$ cat config.mk
export PLATFORM = sky130hd
export DESIGN_NAME = qcl_scratchpad_loader
export DESIGN_NICKNAME = d
export VERILOG_FILES = /design/src/rtl/qcl_scratchpad_loader.sv
export SDC_FILE = /design/constraint.sdc
export NUM_CORES = 1
export LEC_CHECK = 0
export CAP_MARGIN = 0
export CORE_UTILIZATION = 46
export CTS_CLUSTER_DIAMETER = 30
export DETAILED_ROUTE_END_ITERATION = 16
export GPL_TIMING_DRIVEN = 0
export PLACE_DENSITY = 0.86
export SLEW_MARGIN = 20
export SYNTH_ARGS = -nofsm -noshare
export SYNTH_HDL_FRONTEND = slang
export SYNTH_SLANG_ARGS = --single-unit
$ cat constraint.sdc
create_clock -name clk_i -period 4.2 [get_ports clk_i]
set_input_delay 0.84 -clock clk_i [delete_from_list [all_inputs] [get_ports clk_i]]
set_output_delay 0.84 -clock clk_i [all_outputs]
set_load 0.1 [all_outputs]
$ cat src/rtl/qcl_scratchpad_loader.sv
// Fill stage for a 1-read-all/1-write scratchpad: turns a valid/ready word stream
// into sequential write commands and holds the frame until the consumer releases it.
module qcl_scratchpad_loader #(
    parameter int width_p = 32,
    parameter int els_p   = 16,
    localparam int addr_width_lp  = $clog2(els_p),
    localparam int count_width_lp = $clog2(els_p + 1)
) (
    input  logic                      clk_i,
    input  logic                      reset_i,
    input  logic                      v_i,
    input  logic [width_p-1:0]        data_i,
    input  logic                      last_i,
    output logic                      ready_o,
    output logic                      w_en_o,
    output logic [addr_width_lp-1:0]  addr_o,
    output logic [width_p-1:0]        data_o,
    output logic                      full_o,
    output logic [count_width_lp-1:0] count_o,
    input  logic                      release_i
);

    typedef enum logic [1:0] {IDLE, FILL, COMMIT, DONE} state_e;

    state_e                    state_q, state_d;
    logic [addr_width_lp-1:0]  wptr_q, wptr_d;
    logic                      w_en_q, w_en_d;
    logic [addr_width_lp-1:0]  addr_q, addr_d;
    logic [width_p-1:0]        data_q, data_d;
    logic                      full_q, full_d;
    logic [count_width_lp-1:0] count_q, count_d;

    logic                      accept;
    logic                      flush;
    logic [addr_width_lp-1:0]  wptr_eff;
    logic                      final_word;

    assign ready_o    = (state_q == IDLE) || (state_q == FILL);
    assign accept     = v_i & ready_o;
    assign flush      = release_i & ready_o;
    // A flush in the same cycle as an accept restarts the frame with this word at addr 0.
    assign wptr_eff   = flush ? '0 : wptr_q;
    assign final_word = last_i || (wptr_eff == addr_width_lp'(els_p - 1));

    always_ff @(posedge clk_i or posedge reset_i) begin
        if (reset_i) begin
            state_q <= IDLE;
            wptr_q  <= '0;
            w_en_q  <= 1'b0;
            addr_q  <= '0;
            data_q  <= '0;
            full_q  <= 1'b0;
            count_q <= '0;
        end else begin
            state_q <= state_d;
            wptr_q  <= wptr_d;
            w_en_q  <= w_en_d;
            addr_q  <= addr_d;
            data_q  <= data_d;
            full_q  <= full_d;
            count_q <= count_d;
        end
    end

    always_comb begin
        state_d = state_q;
        wptr_d  = wptr_q;
        w_en_d  = 1'b0;
        addr_d  = addr_q;
        data_d  = data_q;
        full_d  = full_q;
        count_d = count_q;
        case (state_q)
            IDLE, FILL: begin
                if (flush) begin
                    wptr_d  = '0;
                    state_d = IDLE;
                end
                if (accept) begin
                    w_en_d = 1'b1;
                    addr_d = wptr_eff;
                    data_d = data_i;
                    if (final_word) begin
                        state_d = COMMIT;
                        count_d = count_width_lp'(wptr_eff) + count_width_lp'(1);
                        wptr_d  = '0;
                    end else begin
                        state_d = FILL;
                        wptr_d  = wptr_eff + addr_width_lp'(1);
                    end
                end
            end
            COMMIT: begin
                state_d = DONE;
                full_d  = 1'b1;
            end
            DONE: begin
                if (release_i) begin
                    state_d = IDLE;
                    full_d  = 1'b0;
                    count_d = '0;
                end
            end
            default: state_d = IDLE;
        endcase
    end

    assign w_en_o  = w_en_q;
    assign addr_o  = addr_q;
    assign data_o  = data_q;
    assign full_o  = full_q;
    assign count_o = count_q;

endmodule

==> results.toml, run 1 <==
[critical_path]
timing.reg2reg.worst_path_depth = 5
worst_setup_path_end_kind = "primary output"
r2r-start = "state_q[1]"
data_arrival_time_of_the_critical_path_ns = 2.05
worst-setup-path-type = "reg2out"
setup.worst_path.start_class = "flip-flop"
setup.reg_to_reg.worst_slack_ns = 2.75
crit_required_ns = 3.36
worst_r2r_endpoint = "data_o[23]"
critPathMaxFanout = 10

[yosys]
async_reset_ff_share_pct = 100
number_of_cells_produced_by_synthesis = 219
synthDistinctLibCells = 38
ys_ff_latch = 49
ys.warnings.count = 0
synth.largest_area_cell = "sky130_fd_sc_hd__dfrtp_1"
synth.avg_cell_area_um2 = 9.46
synth_top_area_share_pct = 59.2
mappedNetlistArea_um2 = 2070
synth_flop_cell = "sky130_fd_sc_hd__dfrtp_1"
synth-edff-count = 0
yosys.cell_count.top_type = "sky130_fd_sc_hd__nand2_1"
post_synth_main_area_contributors = "sky130_fd_sc_hd__dfrtp_1 59%, sky130_fd_sc_hd__nand2_1 20%, sky130_fd_sc_hd__o21ai_0 2.2%"
synth.top_cells.by_count = "110 x sky130_fd_sc_hd__nand2_1, 49 x sky130_fd_sc_hd__dfrtp_1, 9 x sky130_fd_sc_hd__o21ai_0"
syn-num-nets = 256
synth-seq-area-share_pct = 59.2

[worst_hold_path]
whs_path_depth = 2
timing.hold.worst_endpoint = "data_o[25]"
kind_of_path_behind_the_tightest_hold_check = "reg2reg"
min_delay_src = "data_o[25]"

[route]
postRouteAntennaNets = 0
route.detailed.drc = 0
detailroute.via_count = 1764
routedWlPerCell_um = 12.9
sum_of_routed_wire_length_over_all_layers_um = 4630
first_pass_iters = 6
drt-initial-drc-count = 74
post_drt_via_cell_ratio = 4.90

[sta]
totalNegativeSetupSlack_ns = 0
min_period_ns = 2.89
rsz0062_at_grt = "no"
finalCritPeriodShare_pct = 68.7
slew_viol_final = 0
setup_violations = 0
timing.clock.skew_ns = 0.00703
worst-slew-pin-transition_ns = 0.990
timing.final.hold_violations = 0
fmax_mhz = 346
slew-limit-headroom_pct = 33.8
setup_slack_ns = 1.31

[grt]
grt_pass1_vias = 1778
grt_first_pass_wirelength_um = 7870
number_of_antenna_violations_at_the_first_check_in_global_routing = 0
grt-ovfl-total = 0
groute.usage.overall_pct = 20.3
grt_start_max_net_pins = 27

[floorplanning]
dieHeight_um = 69.1
std_cell_rows = 24
floorplan.io_pins = 81
floorplan.die_area_um2 = 4770
die_w_um = 69.1
floorplan.initialDensity_pct = 47.6
core_um2 = 4350

[placement]
buffer_ports.inserted = 80
finalWeightedCongestion = 0.737
place_ws_ns = 1.63
cell_area_after_placement_um2 = 2960
dp.final_hpwl_um = 3370

[clock_network]
clk_transition_reported_paths_ns = 0.09
clk_sinks = 49
clock_tree.buffer_depth = 2
cts_htree_levels = 2
cts_tree = "yes"
clock_latency_ns = 0.30
post_cts_resize_count = 0
buffer_count_from_post_cts_setup_fixing = 0
cts-hold-fix-buffers = 0
clock_tree.root_cell = "sky130_fd_sc_hd__clkbuf_8"
cts-buffers-inserted = 5

[final_layout]
layout.cell_area.non_filler_um2 = 3070
layout.filler_cells = 337
layout-drive-gt1-share_pct = 8.44
area.growth.synth_to_final_pct = 48.4
num-nets-final = 344
n_antenna_cell = 0

[flow_run]
drv.max_cap_violation_count = 0

[run_status]
outcome = "complete, no violations"
per-layer routing:
layer	wire [um]	track usage [%]	vias to the layer above	part of all wire [%]
met4	29	3.85	0	0.63
met3	275	5.56	4	5.9
met1	2110	26.5	821	46
li1	-	-	875	-
met5	0	0	-	0
met2	2210	34.2	64	48
sequential cells by signal (all words and copies together), names as in the netlist:
| name | cells |
|---|---|
| count_o | 5 |
| data_o | 32 |
| wptr_q | 4 |
| addr_o | 4 |
| full_o | 1 |
| w_en_o | 1 |
| state_q | 2 |
area by class of cell:
cell class | instances | area [um2] | area share (%)
plain buffers | 12 | 75.1 | 2.44
clock buffers | 7 | 86.3 | 2.81
clock inverters | 1 | 30.0 | 0.977
inverters | 3 | 11.3 | 0.366
multi-input cells | 155 | 758 | 24.7
flip-flops and latches | 49 | 1230 | 39.9
well taps | 52 | 65.1 | 2.12
repair buffers | 81 | 821 | 26.7
layout by cell type (no fill, tap or decap), types with 2 or more instances in the layout:
cell type / count
sky130_fd_sc_hd__buf_2: 7
sky130_fd_sc_hd__clkbuf_8: 7
sky130_fd_sc_hd__nand2b_1: 5
sky130_fd_sc_hd__a221o_1: 2
sky130_fd_sc_hd__a21o_1: 2
sky130_fd_sc_hd__a31o_2: 2
sky130_fd_sc_hd__mux2i_1: 2
sky130_fd_sc_hd__nand2_1: 110
sky130_fd_sc_hd__a32o_1: 2
sky130_fd_sc_hd__dfrtp_1: 49
sky130_fd_sc_hd__clkdlybuf4s50_1: 80
sky130_fd_sc_hd__clkbuf_1: 2
sky130_fd_sc_hd__o21ai_0: 9
sky130_fd_sc_hd__inv_2: 2
cells by family after synthesis:
kind of cell	synth area share (%)
buffers and inverters	4.17
and+or+nand+nor	26.3
DFF	59.2
muxes	0.967
AOI/OAI and AO/OA	8.46
xor gates and xnor gates	0.846
worst max-delay path by stage:
stage / from / end / cells after the start
finish: state_q[1] / ready_o / 3
global route: state_q[1] / ready_o / 3
CTS: state_q[1] / ready_o / 3
detailed placement: state_q[1] / ready_o / 3
global placement: reset_i / data_o[14] / 2
floorplan: reset_i / addr_o[0] / 1
metrics by stage:
| step | utilization (%) | cells | hold WS [ns] |
|---|---|---|---|
| 2_1_floorplan | - | 219 | 0.470 |
| 3_5_place_dp | 67.9 | 352 | 0.462 |
| 5_1_grt | 70.6 | 360 | 0.499 |
| 4_1_cts | 70.6 | 360 | 0.482 |
| 3_3_place_gp | 67.4 | 351 | 0.456 |
| 6_report | 70.6 | 360 | 0.475 |
critical path: stages (launching register included):
cell and delay (ns):
sky130_fd_sc_hd__dfrtp_1 0.41, sky130_fd_sc_hd__buf_6 0.15, sky130_fd_sc_hd__inv_1 0.06, sky130_fd_sc_hd__clkdlybuf4s50_1 1.12
Power of run 1 is left out: the tool's default activity adds up to more than one toggle a clock period on the data nets, which glitch-free logic cannot reach.
==> run 2: changes to the inputs <==
--- a/config.mk
+++ b/config.mk
@@ -6,11 +6,11 @@
 export NUM_CORES = 1
 export LEC_CHECK = 0
 export CAP_MARGIN = 0
-export CORE_UTILIZATION = 46
+export CORE_UTILIZATION = 39
 export CTS_CLUSTER_DIAMETER = 30
 export DETAILED_ROUTE_END_ITERATION = 16
 export GPL_TIMING_DRIVEN = 0
-export PLACE_DENSITY = 0.86
+export PLACE_DENSITY = 0.78
 export SLEW_MARGIN = 20
 export SYNTH_ARGS = -nofsm -noshare
 export SYNTH_HDL_FRONTEND = slang
==> constraint.sdc (replaced) <==
create_clock -name clk_i -period 2.5 [get_ports clk_i]
set_input_delay 0.5 -clock clk_i [delete_from_list [all_inputs] [get_ports clk_i]]
set_output_delay 0.5 -clock clk_i [all_outputs]
set_load 0.1 [all_outputs]
==> run 2 against run 1 <==
  * Cell count rose by 4.7%
  * Hold slack better by 0.0029 ns
  * Highest routed layer unchanged
  * Critical endpoint is now addr_o[0]
  * Design area down 0.16%
  * Worst setup slack lost 1.2 ns
  * Die area up 17%
  * Critical path depth decreased by 2
==> results.toml, run 2 (same netlist as run 1, synthesis figures left out) <==
[final_layout]
num-nets-final = 344
number_of_flip_flops_in_the_largest_register = 32
area.growth.synth_to_final_pct = 48.2
leading_cell_type_in_the_layout_fill_and_taps_excluded = "sky130_fd_sc_hd__nand2_1"
n_antenna_cell = 0
layout.filler_cells = 467
mostFrequentLayoutCells = "110 x sky130_fd_sc_hd__nand2_1, 79 x sky130_fd_sc_hd__clkdlybuf4s50_1, 49 x sky130_fd_sc_hd__dfrtp_1, 9 x sky130_fd_sc_hd__o21ai_0"
layout-drive-gt1-share_pct = 8.47
multi_input_area_um2 = 758
seq_area_um2 = 1230

[floorplanning]
floorplan.io_pins = 81
die_w_um = 74.9
dieHeight_um = 74.9
std_cell_rows = 26
floorplan.initialDensity_pct = 40.5
core_um2 = 5110
floorplan.die_area_um2 = 5600

[clock_network]
clk_transition_reported_paths_ns = 0.09
clock_tree.root_cell = "sky130_fd_sc_hd__clkbuf_8"
cts_tree = "yes"
clock_tree.buffer_depth = 2
clk_sinks = 49
buffer_count_from_post_cts_setup_fixing = 0
clock_latency_ns = 0.30
cts-buffers-inserted = 5
cts_htree_levels = 2

[sta]
min_period_ns = 2.34
rsz0062_at_grt = "no"
slew_viol_final = 0
timing.final.hold_violations = 0
slew-limit-headroom_pct = 32.5
worst-slew-pin-transition_ns = 1.01
totalNegativeSetupSlack_ns = 0
fmax_mhz = 427
setup_slack_ns = 0.160
setup_violations = 0
finalCritPeriodShare_pct = 93.6
timing.clock.skew_ns = 0.0106

[critical_path]
worstSetupPathDepth = 1
critPathMaxFanout = 2
setup.worst_path.start_class = "flip-flop"
setup.reg_to_reg.worst_slack_ns = 1.04
cpMaxStageDelayCell = "sky130_fd_sc_hd__clkdlybuf4s50_1"
timing.critical_path.slowest_cell_delay_ns = 1.17
data_arrival_time_of_the_critical_path_ns = 1.84
worst_path_dominant_cell_family = "buffers and inverters"
r2r-start = "state_q[1]"
worst_setup_path_end_kind = "primary output"
timing.reg2reg.worst_path_depth = 5
worst_r2r_endpoint = "data_o[18]"
crit_start = "addr_o[0]"
crit_required_ns = 2.00
worstPathCellList = "clkdlybuf4s50_1"
worst-setup-path-type = "reg2out"
critical_path.endpoint = "addr_o[0]"
critPathBufInv = 1

[grt]
number_of_antenna_violations_at_the_first_check_in_global_routing = 0
grt_first_pass_wirelength_um = 7530
grt_start_max_net_pins = 29
groute.usage.overall_pct = 17.8
grt-ovfl-total = 0
grt_pass1_vias = 1653

[placement]
place_ws_ns = 0.269
dp.final_hpwl_um = 3460
finalWeightedCongestion = 0.823
buffer_ports.inserted = 80

[route]
first_pass_iters = 4
routedWlPerCell_um = 12.4
post_drt_via_cell_ratio = 4.73
sum_of_routed_wire_length_over_all_layers_um = 4690
postRouteAntennaNets = 0
detailroute.via_count = 1785
drt-initial-drc-count = 52
route.detailed.drc = 0

[worst_hold_path]
kind_of_path_behind_the_tightest_hold_check = "reg2reg"

[flow_run]
drv.max_cap_violation_count = 0

[run_status]
outcome = "complete, no violations"
[run 2: cell type report]
type	instances	share of cell area (%)
Sequential cell	49	40.0
Clock buffer	6	2.69
Tap cell	70	2.85
Inverter	3	0.367
Multi-Input combinational cell	155	24.7
Buffer	12	2.45
Clock inverter	1	0.245
Timing Repair Buffer	81	26.7
[run 2: how the worst min path moves through the flow]
stage / start / endpoint / slack (ns) / depth (start not counted)
after detailed placement: data_o[21] / data_o[21] / 0.46 / 2
final: data_o[21] / data_o[21] / 0.48 / 2
after global routing: addr_o[2] / addr_o[2] / 0.50 / 2
after floorplan: state_q[0] / full_o / 0.47 / 1
after CTS: data_o[21] / data_o[21] / 0.48 / 2
after global placement: data_o[8] / data_o[8] / 0.46 / 2
[run 2: through the flow]
step | utilization, % | area [um2] | hold slack [ns] | cells
after global placement | 57.9 | 2960 | 0.457 | 369
final | 60.1 | 3070 | 0.478 | 377
after global routing | 60.1 | 3070 | 0.502 | 377
after CTS | 60.1 | 3070 | 0.484 | 377
after floorplan | - | 2070 | 0.470 | 219
after detailed placement | 58.3 | 2980 | 0.462 | 370
[run 2: routing by layer]
layer / share of wire [%] / GRT usage (%) / up-vias / routed length (um)
li1: - / - / 879 / -
met1: 45 / 22.0 / 849 / 2100
met2: 49 / 30.6 / 50 / 2280
met3: 5.5 / 4.42 / 7 / 257
met4: 1.3 / 5.66 / 0 / 59
met5: 0 / 0 / - / 0
[run 2: repair_timing]
action,in CTS,in global routing
hold buffers,0,0
setup endpoints to repair,1,0
resized for setup,1,0
Power of run 2 is left out for the same reason.
